===== config.mk =====
export PLATFORM = sky130hd
export DESIGN_NAME = uart_rx_fifo_flat
export DESIGN_NICKNAME = d
export VERILOG_FILES = /design/src/rtl/uart_rx_fifo_if.sv /design/src/rtl/uart_rx_fifo.sv /design/src/flat_wrapper.sv
export SDC_FILE = /design/constraint.sdc
export NUM_CORES = 1
export LEC_CHECK = 0
export ABC_CLOCK_PERIOD_IN_PS = 3800
export CAP_MARGIN = 20
export CORE_ASPECT_RATIO = 1.5
export CORE_MARGIN = 1
export CORE_UTILIZATION = 55
export CTS_CLUSTER_SIZE = 28
export DETAILED_ROUTE_END_ITERATION = 10
export PLACE_DENSITY_LB_ADDON = 0.2
export SKIP_CTS_REPAIR_TIMING = 1
export SYNTH_ARGS = -nofsm -noshare
export SYNTH_HDL_FRONTEND = slang
export SYNTH_SLANG_ARGS = --single-unit

===== constraint.sdc =====
create_clock -name clock -period 3.8 [get_ports clock]
set_input_delay 0.38 -clock clock [delete_from_list [all_inputs] [get_ports clock]]
set_output_delay 0.38 -clock clock [all_outputs]
set_load 0.05 [all_outputs]

===== src/rtl/uart_rx_fifo_if.sv =====
// uart_rx_fifo_if: receiver strobe, consumer stream and status signals of the rx byte buffer
interface uart_rx_fifo_if #(
  parameter int DATA_WIDTH = 8,
  parameter int DEPTH      = 16
);
  logic [DATA_WIDTH-1:0]    rx_data;
  logic                     rx_valid;
  logic [DATA_WIDTH-1:0]    out_data;
  logic                     out_valid;
  logic                     out_ready;
  logic                     flush;
  logic                     overrun_clr;
  logic [$clog2(DEPTH):0]   count;
  logic                     almost_full;
  logic                     overrun;
  modport master (
    output rx_data, rx_valid, out_ready, flush, overrun_clr,
    input  out_data, out_valid, count, almost_full, overrun
  );
  modport slave (
    input  rx_data, rx_valid, out_ready, flush, overrun_clr,
    output out_data, out_valid, count, almost_full, overrun
  );
endinterface


===== src/rtl/uart_rx_fifo.sv =====
// uart_rx_fifo: FWFT circular byte buffer behind a UART receiver with sticky overrun
module uart_rx_fifo #(
  parameter int DATA_WIDTH  = 8,
  parameter int DEPTH       = 16,
  parameter int AFULL_LEVEL = 12
) (
  input logic clock,
  input logic reset,
  uart_rx_fifo_if.slave bus
);
  localparam int AW = $clog2(DEPTH);
  localparam int CW = AW + 1;
  logic [DATA_WIDTH-1:0] mem [DEPTH];
  logic [AW-1:0] wr_ptr, rd_ptr;
  logic [CW-1:0] cnt;
  logic ovr, full, pop, push, drop;
  always_comb begin
    full            = cnt == CW'(DEPTH);
    pop             = (cnt != '0) && bus.out_ready;
    push            = bus.rx_valid && (!full || pop);
    drop            = bus.rx_valid && full && !pop && !bus.flush;
    bus.out_data    = mem[rd_ptr];
    bus.out_valid   = cnt != '0;
    bus.count       = cnt;
    bus.almost_full = cnt >= CW'(AFULL_LEVEL);
    bus.overrun     = ovr;
  end
  // flush outranks push/pop; overrun set outranks its clear
  always_ff @(posedge clock or negedge reset)
    if (!reset) begin
      wr_ptr <= '0;
      rd_ptr <= '0;
      cnt    <= '0;
      ovr    <= 1'b0;
      for (int i = 0; i < DEPTH; i++) mem[i] <= '0;
    end else begin
      if (bus.flush) begin
        wr_ptr <= '0;
        rd_ptr <= '0;
        cnt    <= '0;
      end else begin
        if (push) begin
          mem[wr_ptr] <= bus.rx_data;
          wr_ptr      <= wr_ptr + 1'b1;
        end
        if (pop) rd_ptr <= rd_ptr + 1'b1;
        cnt <= cnt + CW'(push) - CW'(pop);
      end
      ovr <= drop || (ovr && !bus.overrun_clr);
    end
endmodule

===== src/flat_wrapper.sv =====
// flat-port wrapper written by rule: the top's interface ports become plain ports
module uart_rx_fifo_flat 
#(
  parameter int DATA_WIDTH  = 8,
  parameter int DEPTH       = 16,
  parameter int AFULL_LEVEL = 12
)
  (clock, reset, bus_rx_data, bus_rx_valid, bus_out_ready, bus_flush, bus_overrun_clr, bus_out_data, bus_out_valid, bus_count, bus_almost_full, bus_overrun);
  uart_rx_fifo_if #(.DATA_WIDTH(DATA_WIDTH), .DEPTH(DEPTH)) bus_i ();
  input logic clock;
  input logic reset;
  input wire logic [$bits(bus_i.rx_data)-1:0] bus_rx_data;
  input wire logic [$bits(bus_i.rx_valid)-1:0] bus_rx_valid;
  input wire logic [$bits(bus_i.out_ready)-1:0] bus_out_ready;
  input wire logic [$bits(bus_i.flush)-1:0] bus_flush;
  input wire logic [$bits(bus_i.overrun_clr)-1:0] bus_overrun_clr;
  output wire logic [$bits(bus_i.out_data)-1:0] bus_out_data;
  output wire logic [$bits(bus_i.out_valid)-1:0] bus_out_valid;
  output wire logic [$bits(bus_i.count)-1:0] bus_count;
  output wire logic [$bits(bus_i.almost_full)-1:0] bus_almost_full;
  output wire logic [$bits(bus_i.overrun)-1:0] bus_overrun;
  assign bus_i.rx_data = bus_rx_data;
  assign bus_i.rx_valid = bus_rx_valid;
  assign bus_i.out_ready = bus_out_ready;
  assign bus_i.flush = bus_flush;
  assign bus_i.overrun_clr = bus_overrun_clr;
  assign bus_out_data = bus_i.out_data;
  assign bus_out_valid = bus_i.out_valid;
  assign bus_count = bus_i.count;
  assign bus_almost_full = bus_i.almost_full;
  assign bus_overrun = bus_i.overrun;
  uart_rx_fifo #(.DATA_WIDTH(DATA_WIDTH), .DEPTH(DEPTH), .AFULL_LEVEL(AFULL_LEVEL)) u_core (.clock(clock), .reset(reset), .bus(bus_i));
endmodule

## After elaboration in Yosys (flattened, before gate mapping)

Cells that the tools add are included.

| operators by class | value |
|---|---|
| reductions and logical operators | 17 |
| bitwise operators | 3 |
| multiplexer cells | 11 |
| $add $sub $neg | 4 |
| $lt $le $gt $ge | 4 |
| equal/unequal tests | 1 |

Operators with widths:

| operator | number |
|---|---|
| 128-bit bitwise mux | 1 |
| 8-bit binary-select mux with 4-bit select | 1 |
| 8-bit demux with 4-bit select | 1 |
| 8-bit 2-to-1 mux | 3 |
| 4-bit 2-to-1 mux | 4 |
| 5-bit greater-or-equal comparator (second input constant) | 2 |
| 4-bit inverter with 5-bit output | 2 |
| 4-bit by 1-bit adder with 4-bit output (second input constant) | 2 |
| 1-bit logical AND | 7 |
| 5-bit by 1-bit adder with 5-bit output | 1 |
| 5-bit == test (second input constant) | 1 |
| 5-bit by 4-bit greater-or-equal comparator with 1-bit output (second input constant) | 1 |
| 5-bit by 1-bit < comparator with 1-bit output (second input constant) | 1 |
| 5-bit 2-to-1 mux | 1 |
| 5-bit nonzero test | 1 |
| 5-bit by 1-bit subtractor with 5-bit output | 1 |
| 1-bit logical NOT | 4 |
| 2-bit nonzero test | 2 |
| 1-bit logical OR | 2 |
| 2-bit AND reduction | 1 |
| 1-bit inverter | 1 |

| word-level totals | value |
|---|---|
| bits in registers | 142 |
| input bits | 14 |

## Depth between registers and ports, before layout

| depth | value |
|---|---|
| depth in word-level cells | 7 |
| mapped depth | 15 |
| mapped depth without buffers | 14 |

## Worst setup path before layout

No wires, ideal clock.

| timing | value |
|---|---|
| kind | reg2reg |
| start | register u_core.cnt[2] (netlist: u_core.bus.count[2]) |
| end | register u_core.cnt[4] (netlist: u_core.bus.count[4]) |
| stages on the path, launching flop included | 16 |
| arrival | 3.408 ns |
| buffers on the path | 1 |
| clock period less this slack | 3.539 ns |
| library setup time | 0.130 ns |
| slack | 0.261 ns |
| cell sequence | dfrtp_1 inv_1 ha_1 or4b_2 clkbuf_1 nand2_1 inv_1 ha_1 inv_1 ha_1 inv_1 fa_1 nand2b_1 a21oi_1 o21a_1 nor3_1 |

| on the way | value |
|---|---|
| word-level cells in the longest chain between the ends | 7 |
| elaborated cells between the ends (all ways) | 9 |

Ends and longest elaborated chain:

| element | RTL line | RTL |
|---|---|---|
| start: declaration | uart_rx_fifo.sv:15 | `logic [CW-1:0] cnt;` |
| start signal: assignment | uart_rx_fifo.sv:47 | `cnt <= cnt + CW'(push) - CW'(pop);` |
| 5-bit nonzero test (*) | - |  |
| via bus_out_valid | flat_wrapper.sv:18 | `output wire logic [$bits(bus_i.out_valid)-1:0] bus_out_valid;` |
| 1-bit logical AND (*) | uart_rx_fifo.sv:19 | `pop = (cnt != '0) && bus.out_ready;` |
| 1-bit logical OR | uart_rx_fifo.sv:20 | `push = bus.rx_valid && (!full \|\| pop);` |
| 1-bit logical AND | uart_rx_fifo.sv:20 |  |
| 5-bit by 1-bit adder with 5-bit output | uart_rx_fifo.sv:47 |  |
| 5-bit by 1-bit subtractor with 5-bit output (*) | uart_rx_fifo.sv:47 |  |
| 5-bit 2-to-1 mux (*) | uart_rx_fifo.sv:37 | `if (bus.flush) begin` |

Mark *: on every way through the listed nets, which the timed path passes. The rest lies on a longest branch.
A chain may end at the register's enable or synchronous reset.

## Worst setup path in the final report

| timing | value |
|---|---|
| start | register u_core.rd_ptr[0] |
| end | output bus_out_data[2] |

| on the way | value |
|---|---|
| word-level cells in the longest chain between the ends | 4 |

Ends and longest elaborated chain:

| element | RTL line | RTL |
|---|---|---|
| start: declaration | uart_rx_fifo.sv:14 | `logic [AW-1:0] wr_ptr, rd_ptr;` |
| start signal: assignment | uart_rx_fifo.sv:46 | `if (pop) rd_ptr <= rd_ptr + 1'b1;` |
| 4-bit inverter with 5-bit output (implied by the code) | uart_rx_fifo.sv:22 | `bus.out_data = mem[rd_ptr];` |
| 8-bit binary-select mux with 4-bit select | uart_rx_fifo.sv:22 |  |
| 8-bit 2-to-1 mux (implied by the code) (2 in series) | uart_rx_fifo.sv:22 |  |
| end: declaration | flat_wrapper.sv:17 | `output wire logic [$bits(bus_i.out_data)-1:0] bus_out_data;` |

Every way passes these cells. The select of a mux whose other input is x is not followed.

==> flow_summary_export.csv <==
group,metric,value,unit
detailed_routing,routed_wl,15700,µm
critical_path,arrival,3080,ps
sta,fmax,0.289,GHz
sta,period_needed,3460,ps
sta,slew_headroom,0.463,
grt,gr-usage-met3,0.0514,
yosys,synth_edf_count,0,
power_and_ir_drop,peakVddDrop,0.443,mV
final_layout,fillers,903,
critical_path,startpoint,"u_core.rd_ptr[0]",
sta,skew,8.65,ps
yosys,netlist_instances,497,
sta,finalSetupViolCount,0,
grt,grt_use_met1,0.334,
critical_path,crit_required,3420,ps
grt,antenna_found_initial,0,
yosys,synth_cell_types,39,
sta,maxSlewViolCount,0,
critical_path,cp.depth,6,
placed_design,place_hpwl,10400,µm
grt,grt_pass1_vias,4408,
yosys,synth-xor-area-share,0.00978,
power_and_ir_drop,p_leak,3.78,nW
sta,post-route-period-util,0.909,
yosys,synth-compound-area-share,0.0431,
yosys,synthTopCellsByArea,"dfrtp_1, mux2_4, mux2_2",
critical_path,path_max_fanout,16,
clock_network,cts-buffers-inserted,17,
clock_network,clockBufferDepth,2,
clock_network,cts-root-buf,"clkbuf_16",
grt,grt_remaining_overflow,0,
hold_path,worst_hold_path_type,"in2async",
yosys,synth_seq_cells,142,
yosys,synth_area,0.00716,mm²
yosys,ys_warn_count,0,
yosys,async_flop_share,1.00,
detailed_routing,avgViaCountPerCell,6.01,
final_layout,nNetsFinal,540,
critical_path,slowest_delay,800,ps
critical_path,cp_cell_sequence,"buf_4, mux2i_1, a221oi_1, o21ai_0, nand2_1, clkdlybuf4s50_1",
critical_path,cp_slowest_cell,"clkdlybuf4s50_1",
critical_path,cp_num_buf_inv,2,
grt,grt_max_degree,116,
job,maxCapViolCount,0,
critical_path,rr_startpoint,"u_core.bus.count[2]",
clock_network,htreeDepth,4,
detailed_routing,initialDrtViolationCount,161,
yosys,ys.flop_type,"dfrtp_1",
yosys,synth_top_area_cell,"dfrtp_1",
clock_network,cts_tree,"yes",
critical_path,end_kind,"primary output",
yosys,synth-seq-area-share,0.496,
clock_network,cts.sinks,142,
final_layout,drive_gt1_frac,0.366,
floorplanning,die_w,95.2,µm
detailed_routing,dr_total_vias,4091,
floorplanning,start_util,0.570,
detailed_routing,wl_per_cell,23.0,µm
critical_path,critPathCapture,"bus_out_data[2]",
yosys,syn_nets,525,
yosys,synth-adder-area-share,0.0255,
detailed_routing,ant_nets,0,
yosys,syn_area_per_cell,14.4,µm²
clock_network,clkLatencyLatePin,420,ps
yosys,synth.mux.area_fraction,0.335,
critical_path,critPathKind,"reg2out",
grt,gr-max-usage-layer,"met2",
sta,hold_viol,0,
floorplanning,pin_count,30,
grt,grt_pass1_wl,25100,µm
yosys,netlist.area_leader.share,0.496,
floorplanning,die_h,142,µm
detailed_routing,firstDrtPassIters,5,
status,outcome,"finished, final reports clean",
clock_network,cts.clk_slew.worst_paths,60,ps
yosys,synth_most_common_cell,"dfrtp_1",
yosys,synth_top_family_by_area,"multiplexers",
power_and_ir_drop,power_density,658,mW/mm²
critical_path,reg2reg_depth,14,
grt,grtUsageTotal,0.255,
sta,tns,0,ps
yosys,yosys.area_share.simple,0.0437,
critical_path,reg2reg_to,"u_core.bus.count[4]",
grt,use_met2,0.404,
floorplanning,dieArea,0.0135,mm²
floorplanning,rows,50,
placed_design,port_buffers,29,
sta,whs,364,ps
placed_design,globalplace.congestion,0.833,
critical_path,rrSetupSlack,660,ps
detailed_routing,drc,0,
critical_path,crit_family,"buffers and inverters",
yosys,synthTopCellsByCount,"dfrtp_1, mux2_4, mux2_2, mux2i_1",
sta,tightest_slew,805,ps
final_layout,diodes,0,
final_layout,area_growth,13.2,%
floorplanning,core_area,0.0126,mm²
critical_path,cp-start-kind,"register",
sta,rsz0062_at_grt,"no",
## report_power, final
group	leakage (nW)	switching, mW	internal, mW
Combinational	1.56	0.887	0.773
Sequential	1.93	0.175	1.72
Clock	0.301	0.679	1.11
Total	3.78	1.74	3.60
## through the flow
step / cell area (µm²) / std cells / worst slack (ps) / util / total power [mW]
2_1_floorplan: 7160 / 497 / 261 / - / 3.08
3_3_place_gp: 7440 / 647 / 793 / 0.591 / 3.54
3_5_place_dp: 7440 / 647 / 668 / 0.591 / 3.56
4_1_cts: 8070 / 679 / 337 / 0.642 / 5.36
5_1_grt: 8110 / 681 / 187 / 0.645 / 5.57
6_report: 8110 / 681 / 345 / 0.645 / 5.34
## cells by family (layout without fill, tap and decap cells)
family                   after synthesis  in the layout
XOR/XNOR                               8              8
AO/OA/AOI/OAI                         42             42
AND/OR/NAND/NOR                       58             58
adder cells (fa/ha/maj)               14             14
buffers and inverters                 56             84
flip-flops                           142            142
multiplexers                         177            177
## metal layers
| layer | routed length, µm | vias up |
|---|---|---|
| met3 | 537 | 27 |
| met1 | 6720 | 2131 |
| li1 | - | 1840 |
| met4 | 418 | 0 |
| met5 | 0 | - |
| met2 | 8000 | 93 |
## final cells by class
class | instances | area (µm²) | share of cell area
flip-flops and latches | 142 | 3550 | 0.438
multi-input cells | 299 | 3280 | 0.404
clock buffers | 17 | 425 | 0.0525
repair buffers | 38 | 394 | 0.0486
clock inverters | 15 | 209 | 0.0258
well taps | 156 | 195 | 0.0241
inverters | 14 | 52.6 | 0.00648
## worst min path at each step
stage / startpoint / endpoint / slack [ps]
after floorplan: reset / u_core.bus.count[0] / 80
after global placement: u_core.mem[101] / u_core.mem[101] / 480
after detailed placement: u_core.mem[103] / u_core.mem[103] / 490
after CTS: reset / u_core.mem[94] / 170
after global routing: reset / u_core.mem[94] / 380
final: reset / u_core.mem[94] / 360
## state kept, by name, indices dropped and copies added (netlist names)
name / cells
u_core.mem: 128
u_core.bus.count: 5
u_core.rd_ptr: 4
u_core.wr_ptr: 4
u_core.bus.overrun: 1
## worst register-to-register path, cell delays in order, from the launching register on
cell and delay (ps):
dfrtp_1 440, inv_1 110, ha_1 160, or4b_2 670
nand2_1 170, inv_1 60, ha_1 260, inv_1 70
ha_1 150, inv_1 50, fa_1 380, nand2b_1 150
a21oi_1 180, o21a_1 130, nor3_1 40
## placed cells by master (no fill, tap or decap), types with 10 or more instances in the layout
cell and count:
nand2_1 11, mux2_2 56, and3_1 10, dfrtp_1 141, a221oi_1 16, ha_1 13, inv_1 13, nor2_1 14
clkbuf_16 17, mux2_4 72, clkdlybuf4s50_1 28, mux2i_1 33, mux4_2 16
(Power assumes the default switching activity.)
